`config.mk`:
```
export PLATFORM = sky130hd
export DESIGN_NAME = esc_mode_tx
export DESIGN_NICKNAME = d
export VERILOG_FILES = /design/src/rtl/esc_mode_tx.sv
export SDC_FILE = /design/constraint.sdc
export NUM_CORES = 1
export LEC_CHECK = 0
export ABC_AREA = 1
export CORE_UTILIZATION = 52
export DETAILED_ROUTE_END_ITERATION = 10
export PLACE_DENSITY = 0.89
export SLEW_MARGIN = 20
export SYNTH_ARGS = -nofsm -noshare
export SYNTH_HDL_FRONTEND = slang
export SYNTH_SLANG_ARGS = --single-unit
```
`constraint.sdc`:
```
create_clock -name CLK -period 1.6 [get_ports CLK]
set_input_delay 0.24 -clock CLK [delete_from_list [all_inputs] [get_ports CLK]]
set_output_delay 0.24 -clock CLK [all_outputs]
set_load 0.03 [all_outputs]
```
`src/rtl/esc_mode_tx.sv`:
```
`default_nettype none
// ============================================================================
//  Module      : esc_mode_tx
//  Description : Master-side C-PHY low-power escape-mode transmitter.
//                Drives LP line states on A/B/C through the sequence
//                STOP -> ENTRY -> CMD -> (LPDT_IDLE/DATA | ULPS_HOLD) -> EXIT
//                -> STOP.
//                Command and data bits use spaced-one-hot encoding: a mark
//                {A,B,C} = {b,0,~b} followed by a space 000.
//                Every line state is held for UI_CYCLES clock cycles.
//
//  Ports       : CLK, RST           clock, synchronous active-high reset
//                TxRequestEsc       request / hold escape mode
//                TxLpdtEsc          LPDT request (sampled on request rise)
//                TxUlpsEsc          ULPS request (sampled on request rise)
//                TxTriggerEsc[3:0]  trigger request, bit 0 = reset trigger
//                TxDataEsc[7:0]     LPDT payload byte
//                TxValidEsc         payload valid
//                TxReadyEsc         payload accepted this cycle (pulse)
//                LpA, LpB, LpC      LP line state
//                TxStopState        lines are in STOP (111)
//                ErrTxEsc           invalid/ambiguous request (pulse)
//                TxByteCnt[15:0]    completed LPDT bytes in the session
//                                   (only with ESC_TX_BYTE_CNT_EN)
//
//  Options     : `define ESC_TX_BYTE_CNT_EN adds the TxByteCnt output.
//
//  Revision    : 1.0  initial release
// ============================================================================
module esc_mode_tx #(
    parameter int          UI_CYCLES    = 4,
    parameter logic [7:0]  CMD_LPDT     = 8'b11100001,
    parameter logic [7:0]  CMD_ULPS     = 8'b00011110,
    parameter logic [7:0]  CMD_RST_TRIG = 8'b01100010
) (
    input  logic        CLK,
    input  logic        RST,
    input  logic        TxRequestEsc,
    input  logic        TxLpdtEsc,
    input  logic        TxUlpsEsc,
    input  logic [3:0]  TxTriggerEsc,
    input  logic [7:0]  TxDataEsc,
    input  logic        TxValidEsc,
    output logic        TxReadyEsc,
    output logic        LpA,
    output logic        LpB,
    output logic        LpC,
    output logic        TxStopState,
    output logic        ErrTxEsc
`ifdef ESC_TX_BYTE_CNT_EN
    ,
    output logic [15:0] TxByteCnt
`endif
);

    localparam int                   c_CYC_W   = $clog2(UI_CYCLES + 1);
    localparam logic [c_CYC_W-1:0]   c_UI_LAST = c_CYC_W'(UI_CYCLES - 1);
    localparam logic [c_CYC_W-1:0]   c_CYC_ONE = c_CYC_W'(1);
    localparam logic [c_CYC_W-1:0]   c_CYC_ZERO = '0;

    typedef enum logic [2:0] {
        ST_STOP      = 3'd0,
        ST_ENTRY     = 3'd1,
        ST_CMD       = 3'd2,
        ST_LPDT_IDLE = 3'd3,
        ST_DATA      = 3'd4,
        ST_ULPS_HOLD = 3'd5,
        ST_EXIT      = 3'd6
    } state_t;

    // ------------------------------------------------------------------
    // Registers
    // ------------------------------------------------------------------
    state_t               r_state;
    logic [c_CYC_W-1:0]   r_cycCnt;     // cycles spent in current line state
    logic [2:0]           r_bitCnt;     // bit index (also ENTRY step index)
    logic                 r_mark;       // 1: mark half of a bit, 0: space half
    logic [7:0]           r_cmd;
    logic [7:0]           r_data;
    logic                 r_reqDly;
    logic                 r_exitPend;   // request dropped during current byte
    logic                 r_err;

    // ------------------------------------------------------------------
    // Next-state signals
    // ------------------------------------------------------------------
    state_t               w_nextState;
    logic [c_CYC_W-1:0]   w_nextCyc;
    logic [2:0]           w_nextBit;
    logic                 w_nextMark;
    logic                 w_nextExitPend;
    logic                 w_loadCmd;
    logic                 w_loadData;
    logic                 w_ready;
    logic                 w_err;

    logic                 w_uiDone;
    logic                 w_reqRise;
    logic [2:0]           w_reqSel;
    logic                 w_reqOk;
    logic [7:0]           w_cmdSel;
    logic                 w_cmdBit;
    logic                 w_dataBit;
    logic [2:0]           w_lines;

    assign w_uiDone  = (r_cycCnt == c_UI_LAST);
    assign w_reqRise = TxRequestEsc & ~r_reqDly;
    assign w_reqSel  = {TxLpdtEsc, TxUlpsEsc, TxTriggerEsc[0]};
    assign w_reqOk   = ((w_reqSel == 3'b100) || (w_reqSel == 3'b010) ||
                        (w_reqSel == 3'b001)) && (TxTriggerEsc[3:1] == 3'b000);

    always_comb begin
        w_cmdSel = CMD_RST_TRIG;
        if (TxLpdtEsc) begin
            w_cmdSel = CMD_LPDT;
        end else if (TxUlpsEsc) begin
            w_cmdSel = CMD_ULPS;
        end
    end

    // Command goes out MSB first, payload LSB first.
    assign w_cmdBit  = r_cmd[3'd7 - r_bitCnt];
    assign w_dataBit = r_data[r_bitCnt];

    // ------------------------------------------------------------------
    // State register
    // ------------------------------------------------------------------
    always_ff @(posedge CLK) begin
        if (RST) begin
            r_state    <= ST_STOP;
            r_cycCnt   <= '0;
            r_bitCnt   <= 3'd0;
            r_mark     <= 1'b1;
            r_cmd      <= 8'h00;
            r_data     <= 8'h00;
            r_reqDly   <= 1'b0;
            r_exitPend <= 1'b0;
            r_err      <= 1'b0;
        end else begin
            r_state    <= w_nextState;
            r_cycCnt   <= w_nextCyc;
            r_bitCnt   <= w_nextBit;
            r_mark     <= w_nextMark;
            r_reqDly   <= TxRequestEsc;
            r_exitPend <= w_nextExitPend;
            r_err      <= w_err;
            if (w_loadCmd) begin
                r_cmd <= w_cmdSel;
            end
            if (w_loadData) begin
                r_data <= TxDataEsc;
            end
        end
    end

    // ------------------------------------------------------------------
    // Next-state logic
    // ------------------------------------------------------------------
    always_comb begin
        w_nextState    = r_state;
        w_nextCyc      = r_cycCnt;
        w_nextBit      = r_bitCnt;
        w_nextMark     = r_mark;
        w_nextExitPend = r_exitPend;
        w_loadCmd      = 1'b0;
        w_loadData     = 1'b0;
        w_ready        = 1'b0;
        w_err          = 1'b0;

        case (r_state)
            ST_STOP: begin
                w_nextCyc      = c_CYC_ZERO;
                w_nextBit      = 3'd0;
                w_nextMark     = 1'b1;
                w_nextExitPend = 1'b0;
                if (w_reqRise) begin
                    if (w_reqOk) begin
                        w_nextState = ST_ENTRY;
                        w_loadCmd   = 1'b1;
                    end else begin
                        w_err = 1'b1;
                    end
                end
            end

            ST_ENTRY: begin
                if (!w_uiDone) begin
                    w_nextCyc = r_cycCnt + c_CYC_ONE;
                end else begin
                    w_nextCyc = c_CYC_ZERO;
                    if (r_bitCnt == 3'd3) begin
                        w_nextState = ST_CMD;
                        w_nextBit   = 3'd0;
                        w_nextMark  = 1'b1;
                    end else begin
                        w_nextBit = r_bitCnt + 3'd1;
                    end
                end
            end

            ST_CMD: begin
                if (!w_uiDone) begin
                    w_nextCyc = r_cycCnt + c_CYC_ONE;
                end else begin
                    w_nextCyc = c_CYC_ZERO;
                    if (r_mark) begin
                        w_nextMark = 1'b0;
                    end else begin
                        w_nextMark = 1'b1;
                        w_nextBit  = r_bitCnt + 3'd1;   // wraps 7 -> 0
                        if (r_bitCnt == 3'd7) begin
                            if (r_cmd == CMD_LPDT) begin
                                w_nextState = ST_LPDT_IDLE;
                            end else if (r_cmd == CMD_ULPS) begin
                                w_nextState = ST_ULPS_HOLD;
                            end else begin
                                w_nextState = ST_EXIT;
                            end
                        end
                    end
                end
            end

            ST_LPDT_IDLE: begin
                // Held at least one UI; afterwards the counter saturates and
                // the request/valid decision is taken every cycle.
                if (!w_uiDone) begin
                    w_nextCyc = r_cycCnt + c_CYC_ONE;
                end else if (!TxRequestEsc) begin
                    w_nextState = ST_EXIT;
                    w_nextCyc   = c_CYC_ZERO;
                end else if (TxValidEsc) begin
                    w_ready        = 1'b1;
                    w_loadData     = 1'b1;
                    w_nextState    = ST_DATA;
                    w_nextCyc      = c_CYC_ZERO;
                    w_nextBit      = 3'd0;
                    w_nextMark     = 1'b1;
                    w_nextExitPend = 1'b0;
                end
            end

            ST_DATA: begin
                // A dropped request is remembered so the byte still completes.
                if (!TxRequestEsc) begin
                    w_nextExitPend = 1'b1;
                end
                if (!w_uiDone) begin
                    w_nextCyc = r_cycCnt + c_CYC_ONE;
                end else begin
                    w_nextCyc = c_CYC_ZERO;
                    if (r_mark) begin
                        w_nextMark = 1'b0;
                    end else begin
                        w_nextMark = 1'b1;
                        w_nextBit  = r_bitCnt + 3'd1;   // wraps 7 -> 0
                        if (r_bitCnt == 3'd7) begin
                            if (!TxRequestEsc || r_exitPend) begin
                                w_nextState = ST_EXIT;
                            end else if (TxValidEsc) begin
                                // Back-to-back byte: no extra space inserted.
                                w_ready    = 1'b1;
                                w_loadData = 1'b1;
                            end else begin
                                w_nextState = ST_LPDT_IDLE;
                            end
                        end
                    end
                end
            end

            ST_ULPS_HOLD: begin
                if (!w_uiDone) begin
                    w_nextCyc = r_cycCnt + c_CYC_ONE;
                end else if (!TxRequestEsc) begin
                    w_nextState = ST_EXIT;
                    w_nextCyc   = c_CYC_ZERO;
                end
            end

            ST_EXIT: begin
                if (!w_uiDone) begin
                    w_nextCyc = r_cycCnt + c_CYC_ONE;
                end else begin
                    w_nextState = ST_STOP;
                    w_nextCyc   = c_CYC_ZERO;
                end
            end

            default: begin
                w_nextState = ST_STOP;
                w_nextCyc   = c_CYC_ZERO;
                w_nextBit   = 3'd0;
                w_nextMark  = 1'b1;
            end
        endcase
    end

    // ------------------------------------------------------------------
    // Line state decode
    // ------------------------------------------------------------------
    always_comb begin
        w_lines = 3'b000;
        case (r_state)
            ST_STOP: w_lines = 3'b111;
            ST_ENTRY: begin
                case (r_bitCnt[1:0])
                    2'd0:    w_lines = 3'b100;
                    2'd2:    w_lines = 3'b001;
                    default: w_lines = 3'b000;
                endcase
            end
            ST_CMD: begin
                if (r_mark) begin
                    w_lines = {w_cmdBit, 1'b0, ~w_cmdBit};
                end
            end
            ST_DATA: begin
                if (r_mark) begin
                    w_lines = {w_dataBit, 1'b0, ~w_dataBit};
                end
            end
            ST_EXIT: w_lines = 3'b100;
            default: w_lines = 3'b000;
        endcase
    end

    assign {LpA, LpB, LpC} = w_lines;
    assign TxStopState     = (r_state == ST_STOP);
    // Acceptance is combinational so TxDataEsc is taken in the pulse cycle;
    // masked while RST is high so no byte is acknowledged during reset.
    assign TxReadyEsc      = w_ready & ~RST;
    assign ErrTxEsc        = r_err;

`ifdef ESC_TX_BYTE_CNT_EN
    logic [15:0] r_byteCnt;
    logic        w_sessEnter;
    logic        w_byteDone;

    assign w_sessEnter = (r_state == ST_STOP) && (w_nextState == ST_ENTRY);
    assign w_byteDone  = (r_state == ST_DATA) && w_uiDone && !r_mark &&
                         (r_bitCnt == 3'd7);

    always_ff @(posedge CLK) begin
        if (RST) begin
            r_byteCnt <= 16'h0000;
        end else if (w_sessEnter) begin
            r_byteCnt <= 16'h0000;
        end else if (w_byteDone && (r_byteCnt != 16'hFFFF)) begin
            r_byteCnt <= r_byteCnt + 16'd1;
        end
    end

    assign TxByteCnt = r_byteCnt;
`endif

endmodule
`default_nettype wire

```
# Word-level counts from Yosys, hierarchy flattened
# Index checks and enable logic that the tools add are counted.
[word_totals]
in_bits = 18
register_bits = 29
elab_cells = 149
[op_classes]
bitwise = 9
add_sub_neg = 3
n_eq_ne = 38
order_cmp = 2
reduce_logical = 18
n_mux = 70
[ops]
columns = ["op", "n"]
rows = [
  ["3-bit 2-to-1 mux", 33],
  ["2-bit != test (second input constant)", 16],
  ["1-bit 2-to-1 mux", 24],
  ["3-bit case mux with 7 select lines", 1],
  ["16-bit AND reduction", 1],
  ["3-bit by 2-bit == test with 1-bit output (second input constant)", 5],
  ["3-bit == test (second input constant)", 5],
  ["3-bit case mux with 5 select lines", 1],
  ["7-bit AND reduction", 2],
  ["3-bit case mux with 4 select lines", 1],
  ["3-bit != test (second input constant)", 3],
  ["3-bit case mux with 3 select lines", 1],
  ["8-bit by 5-bit == test with 1-bit output (second input constant)", 1],
  ["8-bit == test (second input constant)", 1],
  ["3-bit by 4-bit less-than comparator with 1-bit output (second input constant)", 2],
  ["8-bit 2-to-1 mux", 1],
  ["7-bit 2-to-1 mux", 1],
  ["1-bit NOT", 7],
  ["3-bit by 1-bit adder with 3-bit output (second input constant)", 2],
  ["1-bit binary-select mux with 3-bit select", 2],
  ["3-bit by 1-bit == test with 1-bit output (second input constant)", 2],
  ["3-bit logical NOT", 2],
  ["2-bit by 1-bit != test with 1-bit output (second input constant)", 3],
  ["3-bit case mux with 2 select lines", 1],
  ["other kinds (18)", 22],
]

# Logic depth before layout (Yosys ltp)
[logic_depth]
depth_word = 8
depth_mapped = 12
mapped_depth_nobuf = 12

# Worst setup path before layout
# OpenSTA, ideal clock, no wires.
[synth_path]
kind = "flip-flop to output port"
from = "reg r_bitCnt[1]"
to = "out TxReadyEsc"
required_time_ns = 1.360
n_path_buf = 0
stages_incl_launch_ff = 7
slack_ns = -0.120
arrival_ns = 1.480
cell_sequence = "dfxtp_1 > ha_1 > ha_1 > nand2_1 > o21ai_2 > nand2_2 > nor2_1"
[synth_between]
elab_chain_cells = 6
[synth_lines]
columns = ["element", "line_no", "rtl"]
rows = [
  ["start: declaration", "76", "logic [2:0] r_bitCnt;"],
  ["start signal: assignment", "142", "r_bitCnt <= w_nextBit;"],
  ["3-bit == test", "257", "if (r_bitCnt == 3'd7) begin"],
  ["1-bit 2-to-1 mux", "257", ""],
  ["1-bit 2-to-1 mux", "252", "if (r_mark) begin"],
  ["1-bit 2-to-1 mux", "248", "if (!w_uiDone) begin"],
  ["1-bit case mux with 2 select lines", "170", "case (r_state)"],
  ["1-bit bitwise AND", "332", "assign TxReadyEsc = w_ready & ~RST;"],
  ["end: declaration", "44", "output logic TxReadyEsc,"],
]
# No other way between the ends.

# Worst setup path in the final report
[layout_path]
from = "reg r_bitCnt[0]"
to = "out LpA"
[layout_between]
elab_chain_cells = 5
elab_cells_between_ends = 11
classes_between = "1 x add/sub; 1 x eq/ne; 8 x mux; 1 x reduce/logical"
[layout_lines]
columns = ["element", "line_no", "rtl"]
rows = [
  ["3-bit subtractor", "122", "assign w_cmdBit = r_cmd[3'd7 - r_bitCnt];"],
  ["1-bit binary-select mux with 3-bit select", "122", ""],
  ["1-bit 2-to-1 mux (implied by the code)", "122", ""],
  ["3-bit 2-to-1 mux", "314", "if (r_mark) begin"],
  ["3-bit case mux with 5 select lines *", "304", "case (r_state)"],
  ["end: declaration", "45", "output logic LpA,"],
]
# Mark *: on every way between the ends. The rest lies on a longest branch, timed or not. The select of a mux whose other input is x is not followed.

==> out/results.txt <==
The run finished, with violations left. The checks that failed: negative setup slack. The tools report the estimated wirelength of the detail-placed design as 3.29 mm.

The final-report max-slew violation count was 0. The final layout contains 364 nets. Combinational logic is responsible for 62.1% of the overall power. The post-layout instance area is 2460 µm², and the fraction of power spent switching nets is 45.8%.

Summed over all nets, the switching power comes to 1310 µW. TritonCTS built the clock tree. The number of port buffers came out at 23. Global routing used 43.3% of the available met2 tracks. In the global route stage, overall resource usage came out at 25.9%. At the placement stage, the worst setup path has a slack of -155 ps.

The number of hold buffers added after cts was 0; the count of standard-cell rows was 20. Peak clock frequency supported by timing: 0.523 GHz. After synthesis the netlist holds a flip-flop and latch count of 25. Counting distinct cell types in the post-synthesis netlist gives 27.

The horizontal extent of the die is 59.2 µm, and the full die area is 3510 µm². Global routing used 1.97% of the available met3 tracks. On the worst path, the slowest cell contributes a delay of 400 ps. The fraction of final layout cells with drive strength greater than 1 was 31.7%. For the pin with the worst max-slew slack, the measured transition is 442 ps.

STA classifies the critical path startpoint as a flop. In the layout the commonest cells are 60 x sky130_fd_sc_hd__nand2_1, 47 x sky130_fd_sc_hd__nor2_1, 37 x sky130_fd_sc_hd__buf_4, 22 x sky130_fd_sc_hd__inv_1, 21 x sky130_fd_sc_hd__nand3_1. The largest individual stage delay along the critical path comes from the cell sky130_fd_sc_hd__dfxtp_4. The first detailed-routing pass took 7 iterations. The final number of hold-violating endpoints was 0; the clock power share was 10.2%. The CTS sink count is 25. The setup TNS came out at -802 ps. The cell repeated most along the worst path was sky130_fd_sc_hd__nand2_1.

The tools report the TritonCTS buffer count as 3. The share of flip-flops with an asynchronous set or reset was 0%; the peak supply drop was 0.000714 V. The tools report the number of top-level pins as 24. The number of maximum-capacitance constraint violations was 0; the mean instance size in the synthesized netlist was 6.09 µm². The tools report the net count of the mapped netlist as 305. After the first detailed-routing iteration, the DRC count stood at 173. After synthesis the cells add up to 1700 µm². The first global-routing pass estimated 6.94 mm of wire. The routed wire length per instance is 13.2 µm. Class of the tightest hold or removal check: flop to flop. In the routed design, unresolved DRC markers number 0. The number of antenna diodes in the final layout is 0. Between clock sinks in the finished design, the worst skew comes to 4.94 ps. STA puts the critical path data required time at 1360 ps.

The critical path goes through buf_12 -> nor2_4 -> nor2_1 -> o21ai_2 -> o21ai_1 -> nand2_1 -> nand2_1 -> nand2_1 -> nand4_1 -> buf_6. The CTS clock-pin slew for the worst setup and hold paths works out to 140 ps. In this run the static leakage power is 0.00116 µW. Clock tree synthesis selected as its root buffer the cell sky130_fd_sc_hd__clkbuf_4. The number of buffers on the longest clock path is 2. The maximum fanout along the worst path came out at 8. The post-detailed-route count of antenna-violating nets is 0. Using the TritonRoute via totals, the vias-per-cell ratio works out to 5.40. Setup repair after global routing could not meet its margin everywhere. The area growth from synthesis to layout is 44.4%.

For the via count of the first global-routing pass, the log shows 1675. The number of standard cells after synthesis is 280, and the worst-case setup margin in the final layout is -310 ps. The logs give 0 for the yosys synthesis warning count and 5.06 mm for the total wire length. The count of flip-flops with a built-in enable after synthesis works out to 0. The sequential share of power is 27.7%. Entering global routing, the biggest net connects 20 pins.

The final count of negative-setup-slack endpoints was 4. Including well taps, the total number of placed cells is 365. Final cell count without fillers: 382.

For the worst slew slack as a fraction of its limit, the log shows 70.4%. The worst setup path is captured at a primary output. For this run the aggregate overflow at the end of global routing stands at 0. For the number of antenna violations at the first check in global routing, the log shows 0.

The logs give 0.957 for the final weighted congestion in routability-driven placement and 1670 ps for the data arrival time at the worst-slack endpoint. The share of the clock period used by the worst path after layout is 119%, and the worst hold slack after final layout is 438 ps. Dividing total power by cell area gives a power density of 1160 nW/µm². For the maximum level of the CTS H-tree, the log shows 1.

After detailed placement, the total cell area comes to 2130 µm². For the worst-skew pair, the clock arrives at the later sink with an insertion delay of 330 ps. Cell internal power was estimated by the tool at 1550 µW. The worst setup path category was flop to primary output. The most frequent standard cell in the layout excluding fill and tap cells was sky130_fd_sc_hd__nand2_1. The overall die height was 59.2 µm.

Met1 usage in global routing: 36.1%. For the effective utilization at floorplan, the log shows 55.4%. The core region is 3080 µm². Of the synthesized area, sequential elements account for 29.4%.

The dominant synthesized flop cell is sky130_fd_sc_hd__dfxtp_1. The post-route minimum period is 1910 ps. The total number of vias was 2064. The most utilized layer in the global route result is met2.
[layer usage]
metal | part of all wire, % | vias up
li1 | - | 1013
met3 | 7.2 | 21
met2 | 48 | 94
met5 | 0 | -
met4 | 2.3 | 0
met1 | 42 | 936
[repair_timing]
item / in CTS / in global routing
pin swaps: 11 / 16
setup buffers: 12 / 6
gates cloned: 0 / 0
gates resized for setup: 35 / 50
setup endpoints to repair: 5 / 22
hold endpoints to repair: 0 / 0
[flip-flops by register name, summed over array words and instances, names as in the netlist]
name and cells:
ErrTxEsc 1, r_bitCnt 3, r_cmd 4, r_cycCnt 3
r_data 8, r_exitPend 1, r_mark 1, r_reqDly 1
r_state 3
[path summary, 6_finish.rpt]
path	startpoint	cells past startpoint	end	slack (ps)
setup / recovery	r_bitCnt[0]$_SDFFE_PP0P_	10	LpA	-310
hold reg to reg	r_cycCnt[0]$_SDFFE_PP0P_	1	r_cycCnt[0]$_SDFFE_PP0P_	440
setup reg to reg	r_state[1]$_SDFFE_PP0P_	11	r_state[0]$_SDFFE_PP0P_	0
hold / removal	r_cycCnt[0]$_SDFFE_PP0P_	1	r_cycCnt[0]$_SDFFE_PP0P_	440
[layout make-up]
cell class,instances,area (µm²)
clock buffers,4,26.3
inverters,31,136
fillers,219,617
repair buffers,61,537
well taps,44,55.1
multi-input cells,217,1190
flip-flops and latches,25,519
[kinds of logic after synthesis]
family	Yosys count	share of synthesized area, %
adders and majority gates	7	5.14
DFF	25	29.4
and+or+nand+nor	167	42.1
buffers and inverters	38	10.1
AOI/OAI and AO/OA	43	13.4
[worst max-delay path: cells and delay by family, from the launching register on]
family,cells,cell delay (ps)
compound gates,2,150
flops,1,400
buf+inv,2,280
simple gates,6,510
[synthesized netlist by cell type, types with 3 or more instances]
| library cell | n | area, µm² |
|---|---|---|
| sky130_fd_sc_hd__inv_1 | 24 | 90.1 |
| sky130_fd_sc_hd__inv_2 | 4 | 15.0 |
| sky130_fd_sc_hd__dfxtp_1 | 25 | 500 |
| sky130_fd_sc_hd__o21ai_0 | 23 | 115 |
| sky130_fd_sc_hd__nand2_2 | 6 | 37.5 |
| sky130_fd_sc_hd__nand2_1 | 65 | 244 |
| sky130_fd_sc_hd__ha_1 | 7 | 87.6 |
| sky130_fd_sc_hd__a21oi_1 | 15 | 75.1 |
| sky130_fd_sc_hd__nor2_1 | 62 | 233 |
| sky130_fd_sc_hd__buf_6 | 3 | 33.8 |
| sky130_fd_sc_hd__nand3_1 | 22 | 110 |
| sky130_fd_sc_hd__nand4_1 | 5 | 31.3 |
[stage by stage]
step                util (%)  total power [µW]
finish                  80.0              2860
global route            80.0              3050
CTS                     74.4              2540
detailed placement      69.1              2120
global placement        69.1              2080
floorplan                  -              1720
[power by group through the flow]
| stage | Clock (µW) | Sequential [µW] | Combinational, µW |
|---|---|---|---|
| 6_report | 292 | 791 | 1770 |
| 3_3_place_gp | 0 | 762 | 1320 |
| 5_1_grt | 319 | 804 | 1930 |
| 3_5_place_dp | 0 | 767 | 1350 |
| 4_1_cts | 296 | 775 | 1470 |
| 2_1_floorplan | 0 | 768 | 948 |
No activity file was read; power rests on OpenSTA's default activity.
